===== src/rtl/instr_fetch_pkg.sv =====
// Shared CPU definitions: machine word width and fetch FSM state encodings.
// Imported by the instruction fetch unit, the program counter and the decoder
// so that all of them agree on word size and state values.
package instr_fetch_pkg;

  localparam int WORD_W = 16;

  typedef logic [WORD_W-1:0] word_t;

  typedef enum logic [1:0] {
    S_REQ  = 2'd0,
    S_WAIT = 2'd1,
    S_HOLD = 2'd2
  } fetch_state_e;

endpackage


===== src/rtl/instr_fetch.sv =====
// Instruction fetch unit.
// Samples the PC, issues a read to instruction memory, waits for the
// acknowledge, hands the word to the decoder and pulses the PC enable once
// per delivered instruction. A flush (branch redirect) discards any fetch
// that is in flight or being held for the decoder.
//
// Ports:
//   I_clk        system clock, rising edge
//   I_reset      synchronous, active-high reset
//   I_pc         current PC, sampled as the fetch address
//   O_pc_enable  one-cycle pulse that advances the PC
//   I_flush      branch redirect; PC is written on the same edge
//   O_mem_addr   instruction memory read address
//   O_mem_req    read request, held until acknowledged
//   I_mem_ack    memory acknowledge, I_mem_data valid in the same cycle
//   I_mem_data   instruction word from memory
//   O_instr      instruction to the decoder
//   O_valid      O_instr is valid
//   I_ready      decoder accepts O_instr when O_valid && I_ready
module instr_fetch
  import instr_fetch_pkg::*;
(
  input  logic        I_clk,
  input  logic        I_reset,
  input  logic [15:0] I_pc,
  output logic        O_pc_enable,
  input  logic        I_flush,
  output logic [15:0] O_mem_addr,
  output logic        O_mem_req,
  input  logic        I_mem_ack,
  input  logic [15:0] I_mem_data,
  output logic [15:0] O_instr,
  output logic        O_valid,
  input  logic        I_ready
);

  fetch_state_e state_q, state_d;
  logic         drop_q, drop_d;
  logic         mem_req_q, mem_req_d;
  word_t        mem_addr_q, mem_addr_d;
  word_t        instr_q, instr_d;
  logic         valid_q, valid_d;
  logic         pc_en_q, pc_en_d;

  always_ff @(posedge I_clk) begin
    if (I_reset) begin
      state_q    <= S_REQ;
      drop_q     <= 1'b0;
      mem_req_q  <= 1'b0;
      mem_addr_q <= '0;
      instr_q    <= '0;
      valid_q    <= 1'b0;
      pc_en_q    <= 1'b0;
    end else begin
      state_q    <= state_d;
      drop_q     <= drop_d;
      mem_req_q  <= mem_req_d;
      mem_addr_q <= mem_addr_d;
      instr_q    <= instr_d;
      valid_q    <= valid_d;
      pc_en_q    <= pc_en_d;
    end
  end

  always_comb begin
    state_d    = state_q;
    drop_d     = drop_q;
    mem_req_d  = mem_req_q;
    mem_addr_d = mem_addr_q;
    instr_d    = instr_q;
    valid_d    = valid_q;
    // The PC enable is a single-cycle pulse, so it falls back every cycle.
    pc_en_d    = 1'b0;

    case (state_q)
      S_REQ: begin
        // On a flush the PC is being rewritten this edge; wait one cycle so
        // the redirected value is what gets sampled.
        if (!I_flush) begin
          mem_addr_d = I_pc;
          mem_req_d  = 1'b1;
          state_d    = S_WAIT;
        end
      end

      S_WAIT: begin
        if (I_mem_ack) begin
          mem_req_d = 1'b0;
          drop_d    = 1'b0;
          if (I_flush || drop_q) begin
            // Stale fetch: throw the word away and refetch from the new PC.
            state_d = S_REQ;
          end else begin
            instr_d = I_mem_data;
            valid_d = 1'b1;
            pc_en_d = 1'b1;
            state_d = S_HOLD;
          end
        end else if (I_flush) begin
          // The memory still owes us a response; keep requesting and
          // remember to discard it.
          drop_d = 1'b1;
        end
      end

      S_HOLD: begin
        // Flush has priority: a coincident ready is not an accept.
        if (I_flush || I_ready) begin
          valid_d = 1'b0;
          state_d = S_REQ;
        end
      end

      default: begin
        state_d = S_REQ;
      end
    endcase
  end

  assign O_pc_enable = pc_en_q;
  assign O_mem_addr  = mem_addr_q;
  assign O_mem_req   = mem_req_q;
  assign O_instr     = instr_q;
  assign O_valid     = valid_q;

endmodule

===== config.mk =====
export PLATFORM = sky130hd
export DESIGN_NAME = instr_fetch
export DESIGN_NICKNAME = d
export VERILOG_FILES = /design/src/rtl/instr_fetch_pkg.sv /design/src/rtl/instr_fetch.sv
export SDC_FILE = /design/constraint.sdc
export NUM_CORES = 1
export LEC_CHECK = 0
export ABC_AREA = 1
export ABC_CLOCK_PERIOD_IN_PS = 1000
export CAP_MARGIN = 20
export CORE_AREA = 3 3 70 72
export CTS_CLUSTER_DIAMETER = 100
export DETAILED_ROUTE_END_ITERATION = 16
export DIE_AREA = 0 0 73 75
export PLACE_DENSITY = 0.69
export SKIP_CTS_REPAIR_TIMING = 1
export SYNTH_ARGS = -nofsm -noshare
export SYNTH_HDL_FRONTEND = slang
export SYNTH_SLANG_ARGS = --single-unit

===== constraint.sdc =====
create_clock -name I_clk -period 1 [get_ports I_clk]
set_input_delay 0.2 -clock I_clk [delete_from_list [all_inputs] [get_ports I_clk]]
set_output_delay 0.2 -clock I_clk [all_outputs]
set_load 0.02 [all_outputs]

## After elaboration in Yosys (flattened, before gate mapping)

Cells that the tools add are included.

- Equality and inequality tests: 6
- Bitwise operators: 4
- Reductions and logical operators: 13
- Multiplexer cells: 15

Operators by type and width:

| kind | number |
|---|---|
| 3-bit AND reduction | 3 |
| 1-bit 2-to-1 mux | 8 |
| 2-bit 2-to-1 mux | 4 |
| 2-bit != test, second input constant | 4 |
| 2-bit one-hot mux with 3 select lines | 1 |
| 2-bit nonzero test | 3 |
| 1-bit inverter | 4 |
| 1-bit one-hot mux with 2 select lines | 2 |
| 2-bit AND reduction | 2 |
| 4-bit AND reduction | 1 |
| 3-bit OR reduction | 1 |
| 2-bit by 1-bit == test with 1-bit output, second input constant | 1 |
| 2-bit == test, second input constant | 1 |
| 2-bit zero test | 1 |
| 1-bit logical OR | 2 |

- Logic and storage cells: 45
- Output and inout port bits: 35
- Flip-flop bits (word level): 38
- Input bits: 37

## Depth between registers and ports, before layout

- Depth after elaboration: 4
- Depth in mapped cells: 6
- Gate-level depth less buffers: 5

## Worst setup path before layout

OpenSTA, ideal clock, no wires.

- Path type: flip-flop to flip-flop
- Start point: register drop_q
- End point: register instr_q[10] (netlist: O_instr[10])
- Data required time: 0.936 ns
- Slack: -0.051 ns
- Stages on the path, launching flop included: 7
- Library setup time: 0.064 ns
- Clock period less this slack: 1.051 ns
- Buffers on the path: 1
- Arrival: 0.987 ns
- Cells stage by stage: dfxtp_1 > nor2_4 > nand2_4 > nor2_8 > buf_6 > nor2_1 > nor2_1

- Longest elaborated chain between the ends: 3

Ends and longest elaborated chain:

| what | RTL line | RTL |
|---|---|---|
| start, declared | instr_fetch.sv:38 | `logic drop_q, drop_d;` |
| start signal, assigned | instr_fetch.sv:56 | `drop_q <= drop_d;` |
| 1-bit logical OR | instr_fetch.sv:90 | `if (I_flush \|\| drop_q) begin` |
| 1-bit inverter (no line) | -- |  |
| 3-bit AND reduction (no line) | -- |  |
| end signal, assigned | instr_fetch.sv:59 | `instr_q <= instr_d;` |
| end, declared | instr_fetch.sv:41 | `word_t instr_q, instr_d;` |

Every way passes these cells.
A chain may end at the register's enable or synchronous reset.

## Final worst setup path

- Start point: register drop_q
- End point: register instr_q[5] (netlist: O_instr[5])

The elaborated chain is that of the path after synthesis.

==> impl_summary.log <==
INFO  metric ioPinCount = 72
INFO  metric fin_nets = 327
INFO  metric dieWidth = 73 um
INFO  metric setup_cp_type = flop to flop
INFO  metric start_kind = flop
INFO  metric min-delay-path-class = primary input to flop
INFO  metric yosys-top-cells-count = nor2_1 (69), dfxtp_1 (38), nand2_1 (21)
INFO  metric worst-slew-pin-transition = 0.2623 ns
INFO  metric timing.critical_path.arrival = ~1.3 ns
INFO  metric place_inst = about 330
INFO  metric synth_async_sr_flop_share = 0%
INFO  metric synthFlopType = dfxtp_1
INFO  metric total_switching_power = between 0.9 and 1 mW
INFO  metric number_of_endpoints_failing_setup_at_the_final_stage = 11
INFO  metric top_layer = met4
INFO  metric syn_area_per_cell = 7.470 um2
INFO  metric syn_inst = 204
INFO  metric timing_max_transition_violations_final = 0
INFO  metric post-route-period-util = 105.3%
INFO  metric synth.yosys.seq_area_share = around half
INFO  metric route.final.wire_length = 4182 um
INFO  metric final_cell_area = roughly 2500 um2
INFO  metric numClockSinks = 38
INFO  metric power.share.sequential = about half
INFO  metric gp_routability_congestion = 0.7307
INFO  metric die_height = 75 um
INFO  metric r2r_end = O_instr[5]
INFO  metric setup.reg_to_reg.worst_slack = -0.05 ns
INFO  metric portBuffers = 71
INFO  metric cts-root-to-sink-buffers = 2
INFO  metric layout-drive-gt1-share = 33.79%
INFO  metric clock_latency = 0.29 ns
INFO  metric detailedRoute.firstPassIterationCount = 4
INFO  metric clock_power_share = 28.7%
INFO  metric p_sw_share = 27.95%
INFO  metric route.layer.met1.wl = 1961 um
INFO  metric path_clk_slew = 0.07 ns
INFO  metric finalNonFillerCells = ~340
INFO  metric area_delta_synth_final = 64.78%
INFO  metric crit_slowest_cell = dfxtp_2
INFO  metric vdd_ir_drop_max = 0.6527 mV
INFO  metric detailed_place_hpwl = 2861 um
INFO  metric first_iteration_detailed_routing_drc_count = 53
INFO  metric crit_path_end_kind = flop
INFO  metric area_of_combinational_cells_with_multiple_inputs = 700.7 um2
INFO  metric max_slew_headroom = 82.48%
INFO  metric powerDensity = 1376 nW/um2
INFO  metric violations = negative setup slack
INFO  metric power_report.internal_total = 2.490 mW
INFO  metric rows = 24
INFO  metric min_from = I_mem_ack
INFO  metric cts_tree = done
INFO  metric ys_warn_count = 0
INFO  metric worst_slack = -0.05328 ns
INFO  metric final_hold_viol_count = 0
INFO  metric fin_total_pwr = 3.456 mW
INFO  metric fin_worst_skew = 0.002271 ns
INFO  metric final_antenna_net_count = 0
INFO  metric holdPathStages = 4
INFO  metric tritoncts.num_buffers = 5
INFO  metric grt_pass1_vias = 1392
INFO  metric finalWorstPathRequiredPeriod = 1.053 ns
INFO  metric maxCapViolCount = 0
INFO  metric grt_max_degree = 19
INFO  metric regArea = 789.5 um2
INFO  metric met2RoutedLength = roughly 1900 um
INFO  metric critical_path.max_stage_delay = roughly 0.33 ns
INFO  metric detail_route.wl_per_cell = ~12 um
INFO  metric dr_total_vias = 1553
INFO  metric cells_traversed_along_the_worst_timing_path = nor2_4, nand2_4, nor2_4, nor2_1, nor2_1
INFO  metric hold_slack = roughly 0.45 ns
INFO  metric yosysTopAreaCell = dfxtp_1
INFO  metric routed-wl-met3 = roughly 220 um
INFO  metric floorplan.initialDensity = a little over a third
INFO  metric static-leakage-power = approximately 1.2 nW
INFO  metric synth_largest_type_area_fraction = between 40% and 50%
INFO  metric root_buf_cell = clkbuf_8
INFO  metric ys_ff_latch = 38
INFO  metric design.die.area = 5475 um2
INFO  metric htree_levels = 2
INFO  metric overflow = 0
INFO  metric required = 1.23 ns
INFO  metric status = finished, violations left
INFO  metric grtUsageTotal = about 16%
INFO  metric post_synth_num_cell_types = 18
INFO  metric worst_r2r_path_depth = 5
INFO  metric power.share.combinational = between 20% and 30%
INFO  metric synth.area.top_cells = dfxtp_1 (50%), nor2_1 (17%), nand4_1 (6.6%), nand2_1 (5.2%), inv_1 (4.4%)
INFO  metric final_core_utilization = 57.67%
INFO  metric first_pass_grt_wire_length = 6513 um
INFO  metric drc = 0
INFO  metric edff_count_synth = 0
INFO  metric fin_tns_setup = -0.3914 ns
INFO  metric mappedNetlistNets = ~240
INFO  metric placedInstanceArea = 2402 um2
INFO  metric placeableCoreArea = 4354 um2
INFO  metric max_freq = between 0.9 and 1 GHz
INFO  metric antenna_cells_inserted = 0
INFO  metric viasPerCell = 4.541
INFO  metric mappedNetlistArea = 1524 um2
INFO  metric fill_cells = between 400 and 500
INFO  metric startpoint_of_the_worst_register_to_register_path = drop_q
INFO  metric antenna_violations_before_repair = 0
INFO  metric grt_setup_unrepaired = true
INFO  metric worst_setup_timing_slack_at_the_placement_stage = -0.4187 ns
INFO  metric synthMostInstantiatedCell = nor2_1
INFO  metric holdPathEnd = state_q[0]
INFO  metric worstPathMaxFanout = 8
[flip-flops by register name, indices dropped and copies added, names as in the netlist]
signal and count:
O_mem_req 1, state_q 2, O_valid 1, drop_q 1
O_pc_enable 1, O_instr 16, O_mem_addr 16
[cell usage in the layout (no fill, tap or decap)]
cell / instances
dfxtp_2: 20
nand4_1: 16
buf_4: 43
nand2_1: 19
nor2_2: 3
nand3b_4: 1
o21ai_0: 7
nor2_8: 1
o21ai_2: 3
buf_12: 3
clkbuf_8: 5
nand3_2: 1
buf_6: 4
a21oi_1: 2
dlymetal6s2s_1: 2
buf_2: 1
inv_1: 18
a21oi_2: 2
o21ai_1: 9
clkdlybuf4s50_1: 34
dfxtp_1: 17
clkbuf_1: 2
dfxtp_4: 1
nor2_4: 4
inv_4: 1
inv_2: 2
nand2_4: 3
nor2_1: 66
[worst max-delay path: cells and delay by family (launching register included)]
kind | cells | cell delay (ns)
flip-flops | 1 | 0.33
AND/OR/NAND/NOR | 5 | 0.67
[worst max path at each step]
stage | startpoint | to | slack, ns | cells after the start
6_report | drop_q | O_instr[5] | -0.05 | 5
5_1_grt | drop_q | O_instr[3] | -0.11 | 5
4_1_cts | O_instr[8] | O_instr[8] | -0.47 | 1
3_5_place_dp | I_flush | O_mem_addr[0] | -0.42 | 5
3_3_place_gp | I_flush | O_mem_addr[0] | -0.40 | 5
2_1_floorplan | drop_q | O_instr[10] | -0.02 | 6
[final cells by class]
type                            count  share of cell area [%]
Inverter                           21                   3.239
Timing Repair Buffer               87                   31.79
Tap cell                           52                   2.591
Sequential cell                    38                   31.44
Clock buffer                        7                   3.039
Multi-Input combinational cell    137                   27.90
[power groups by stage]
stage | Sequential [mW] | Clock (mW) | Combinational [mW]
after CTS | 1.65 | 1.01 | 0.799
after floorplan | 1.79 | 0 | 0.263
after global placement | 1.68 | 0 | 0.789
after detailed placement | 1.69 | 0 | 0.796
final | 1.67 | 0.993 | 0.797
after global routing | 1.68 | 1.08 | 0.872
[logic make-up after synthesis]
logic type / count (synthesis) / share of synthesized area [%]
simple gates: 112 / 33.91
compound gates: 23 / 7.553
flops: 38 / 49.92
buf+inv: 31 / 8.620
[routing by layer]
| metal | vias to the layer above | global-route usage [%] |
|---|---|---|
| met5 | - | 0 |
| met4 | 0 | 6.762 |
| met3 | 7 | 4.806 |
| met2 | 45 | 24.03 |
| met1 | 682 | 20.15 |
| li1 | 819 | - |
(Power assumes the default switching activity.)
==> variant (config.mk and constraints unchanged) <==
Encoding of `fetch_state_e`: now one-hot (3 bits for 3 states).
--- a/src/rtl/instr_fetch_pkg.sv
+++ b/src/rtl/instr_fetch_pkg.sv
@@ -8,8 +8,8 @@
   typedef logic [WORD_W-1:0] word_t;
 
-  typedef enum logic [1:0] {
-    S_REQ  = 2'd0,
-    S_WAIT = 2'd1,
-    S_HOLD = 2'd2
+  typedef enum logic [2:0] {
+    S_REQ  = 3'b001,
+    S_WAIT = 3'b010,
+    S_HOLD = 3'b100
   } fetch_state_e;
 
Function: same outputs for any inputs over 10 cycles, from zero or initial values and one cycle with I_reset high; not proved beyond that.
==> variant against the unedited design <==
  * The flow still finishes with violations (setup timing)
  * Setup slack got worse by 0.18 ns
  * Area after synthesis fell by 5.8%
  * First-iteration DRC count rose by 1.9%
  * Routed wire length fell by 4.8%
  * Utilization rose by 1.4 points
  * Final area rose by 2.3%
  * Power rose by 5.2%
  * Sequential cell count rose by 1
  * Combinational power rose by 11%
  * Critical endpoint is now O_mem_addr[10]$_SDFFE_PP0P_
  * Largest cell class unchanged
==> variant: results (changes against the unedited design) <==
run status finished, violations left; violations in the final reports setup timing; pwr/cell area 1410 mW/mm² (+2.8%); Synth cell types 20 (+2); maximum number of buffers from clock root to sink 2 (unchanged); crit-path max cell delay 0.36 ns (+0.03 ns); worst flop-to-flop path endpoint O_mem_addr[10]$_SDFFE_PP0P_; synth top area cells dfxtp_1 (54%), nor2_1 (18%), o21ai_0 (12%); Clock Power Share 28.2% (-0.5 points); via count of the first global-routing pass 1384 (-0.57%); wire length per cell 12.1 µm (-0.74%); first-pass GRT wire length 6040 µm (-7.3%); largest fanout on the critical path 18 (+10); worst rel slew slack 86.7% (+4.2 points); final RePlAce weighted congestion 0.727 (-0.48%); maximum vdd ir drop 0.724 mV (+11%); HPWL after detailed placement 2720 µm (-5.0%); Iteration-0 DRC Markers 54 (+1.9%); worst flop-to-flop path startpoint state_q[0]$_SDFFE_PP1P_; leakage power total 0.00110 µW (-6.7%); Worst Reg2Reg Path Length in Cells 8 (+3); power of the combinational group 884 µW (+11%); share of layout cells above drive strength 1 46.7% (+13 points); antenna violations before repair 0 (unchanged); synthesis warning total 0 (unchanged); global-route met3 utilization 4.14% (-0.67 points); setup violation total in the final timing report 38 (+27); maximum number of pins on one net before global-route repair 19 (unchanged); all-layer global routing usage 14.4% (-1.2 points); global routing usage on met2 25.7% (+1.7 points); sequential share of the synthesized area 54.4% (+4.5 points); Global Route met1 Usage 15.5% (-4.7 points); Clock H-tree levels 2 (unchanged); synthesized netlist net count 220 (-8.7%); met3 wire len 295 µm (+32%); DR vias/cell 4.48 (-1.4%); worst min path class in -> reg; final worst setup slack -0.238 ns (-0.184 ns); worst min-delay path endpoint drop_q$_SDFFE_PP0P_; cell area after placement 0.00230 mm² (-4.2%); slowest CP cell dfxtp_2; launch point of the worst hold path I_flush; switching component of the power 1020 µW (+6.0%); worst clock skew 0.00314 ns (+0.000868 ns); fill cell count 404 (-4.7%); DRT met1 WL 1530 µm (-22%); metal2 WL 2070 µm (+8.2%); clock input transition at the sequential cells of the worst setup and hold paths 0.07 ns (about the same); Nets 312 (-4.6%); top post-synthesis cells by count nor2_1 (69), dfxtp_1 (39), o21ai_0 (33)
[variant: stage by stage]
stage          TNS [ns]  hold slack, ns  utilization (%)  setup WS [ns]  std cells
2_1_floorplan     -3.55           0.262                -         -0.163        183
3_3_place_gp     -21.56           0.431             52.8         -0.561        315
3_5_place_dp     -22.37           0.432             52.8         -0.593        315
4_1_cts          -24.95           0.443             54.7         -0.467        323
5_1_grt           -9.13           0.373             59.0         -0.305        328
6_report          -6.40           0.362             59.0         -0.238        328
[variant: cells by family after synthesis]
logic type,Yosys count,share of synthesized area (%)
simple gates,91,25.9
flops,39,54.4
compound gates,38,13.4
buf+inv,15,6.28
[variant: worst max-delay path by stage]
stage	startpoint	end	slack [ns]	cells past startpoint
detailed placement	I_flush	O_instr[8]$_SDFFE_PP0P_	-0.59	7
global placement	I_flush	O_instr[13]$_SDFFE_PP0P_	-0.56	7
global route	state_q[0]$_SDFFE_PP1P_	O_mem_addr[6]$_SDFFE_PP0P_	-0.30	8
floorplan	state_q[0]$_SDFFE_PP1P_	O_mem_addr[10]$_SDFFE_PP0P_	-0.16	8
finish	state_q[0]$_SDFFE_PP1P_	O_mem_addr[10]$_SDFFE_PP0P_	-0.24	8
CTS	O_instr[14]$_SDFFE_PP0P_	O_instr[14]	-0.47	1
[variant: layout make-up]
cell class	instances	area (µm²)	share of cell area, %
Tap cell	52	65.1	2.53
Clock buffer	7	76.3	2.97
Timing Repair Buffer	91	836	32.5
Timing Repair inverter	1	8.76	0.341
Sequential cell	39	817	31.8
Clock inverter	1	5.00	0.195
Inverter	8	58.8	2.29
Multi-Input combinational cell	129	703	27.4
[variant: worst min-delay path, stage by stage]
cell and delay, ns:
dlymetal6s2s_1 0.14, buf_4 0.16, nand2_1 0.07, a21oi_2 0.04
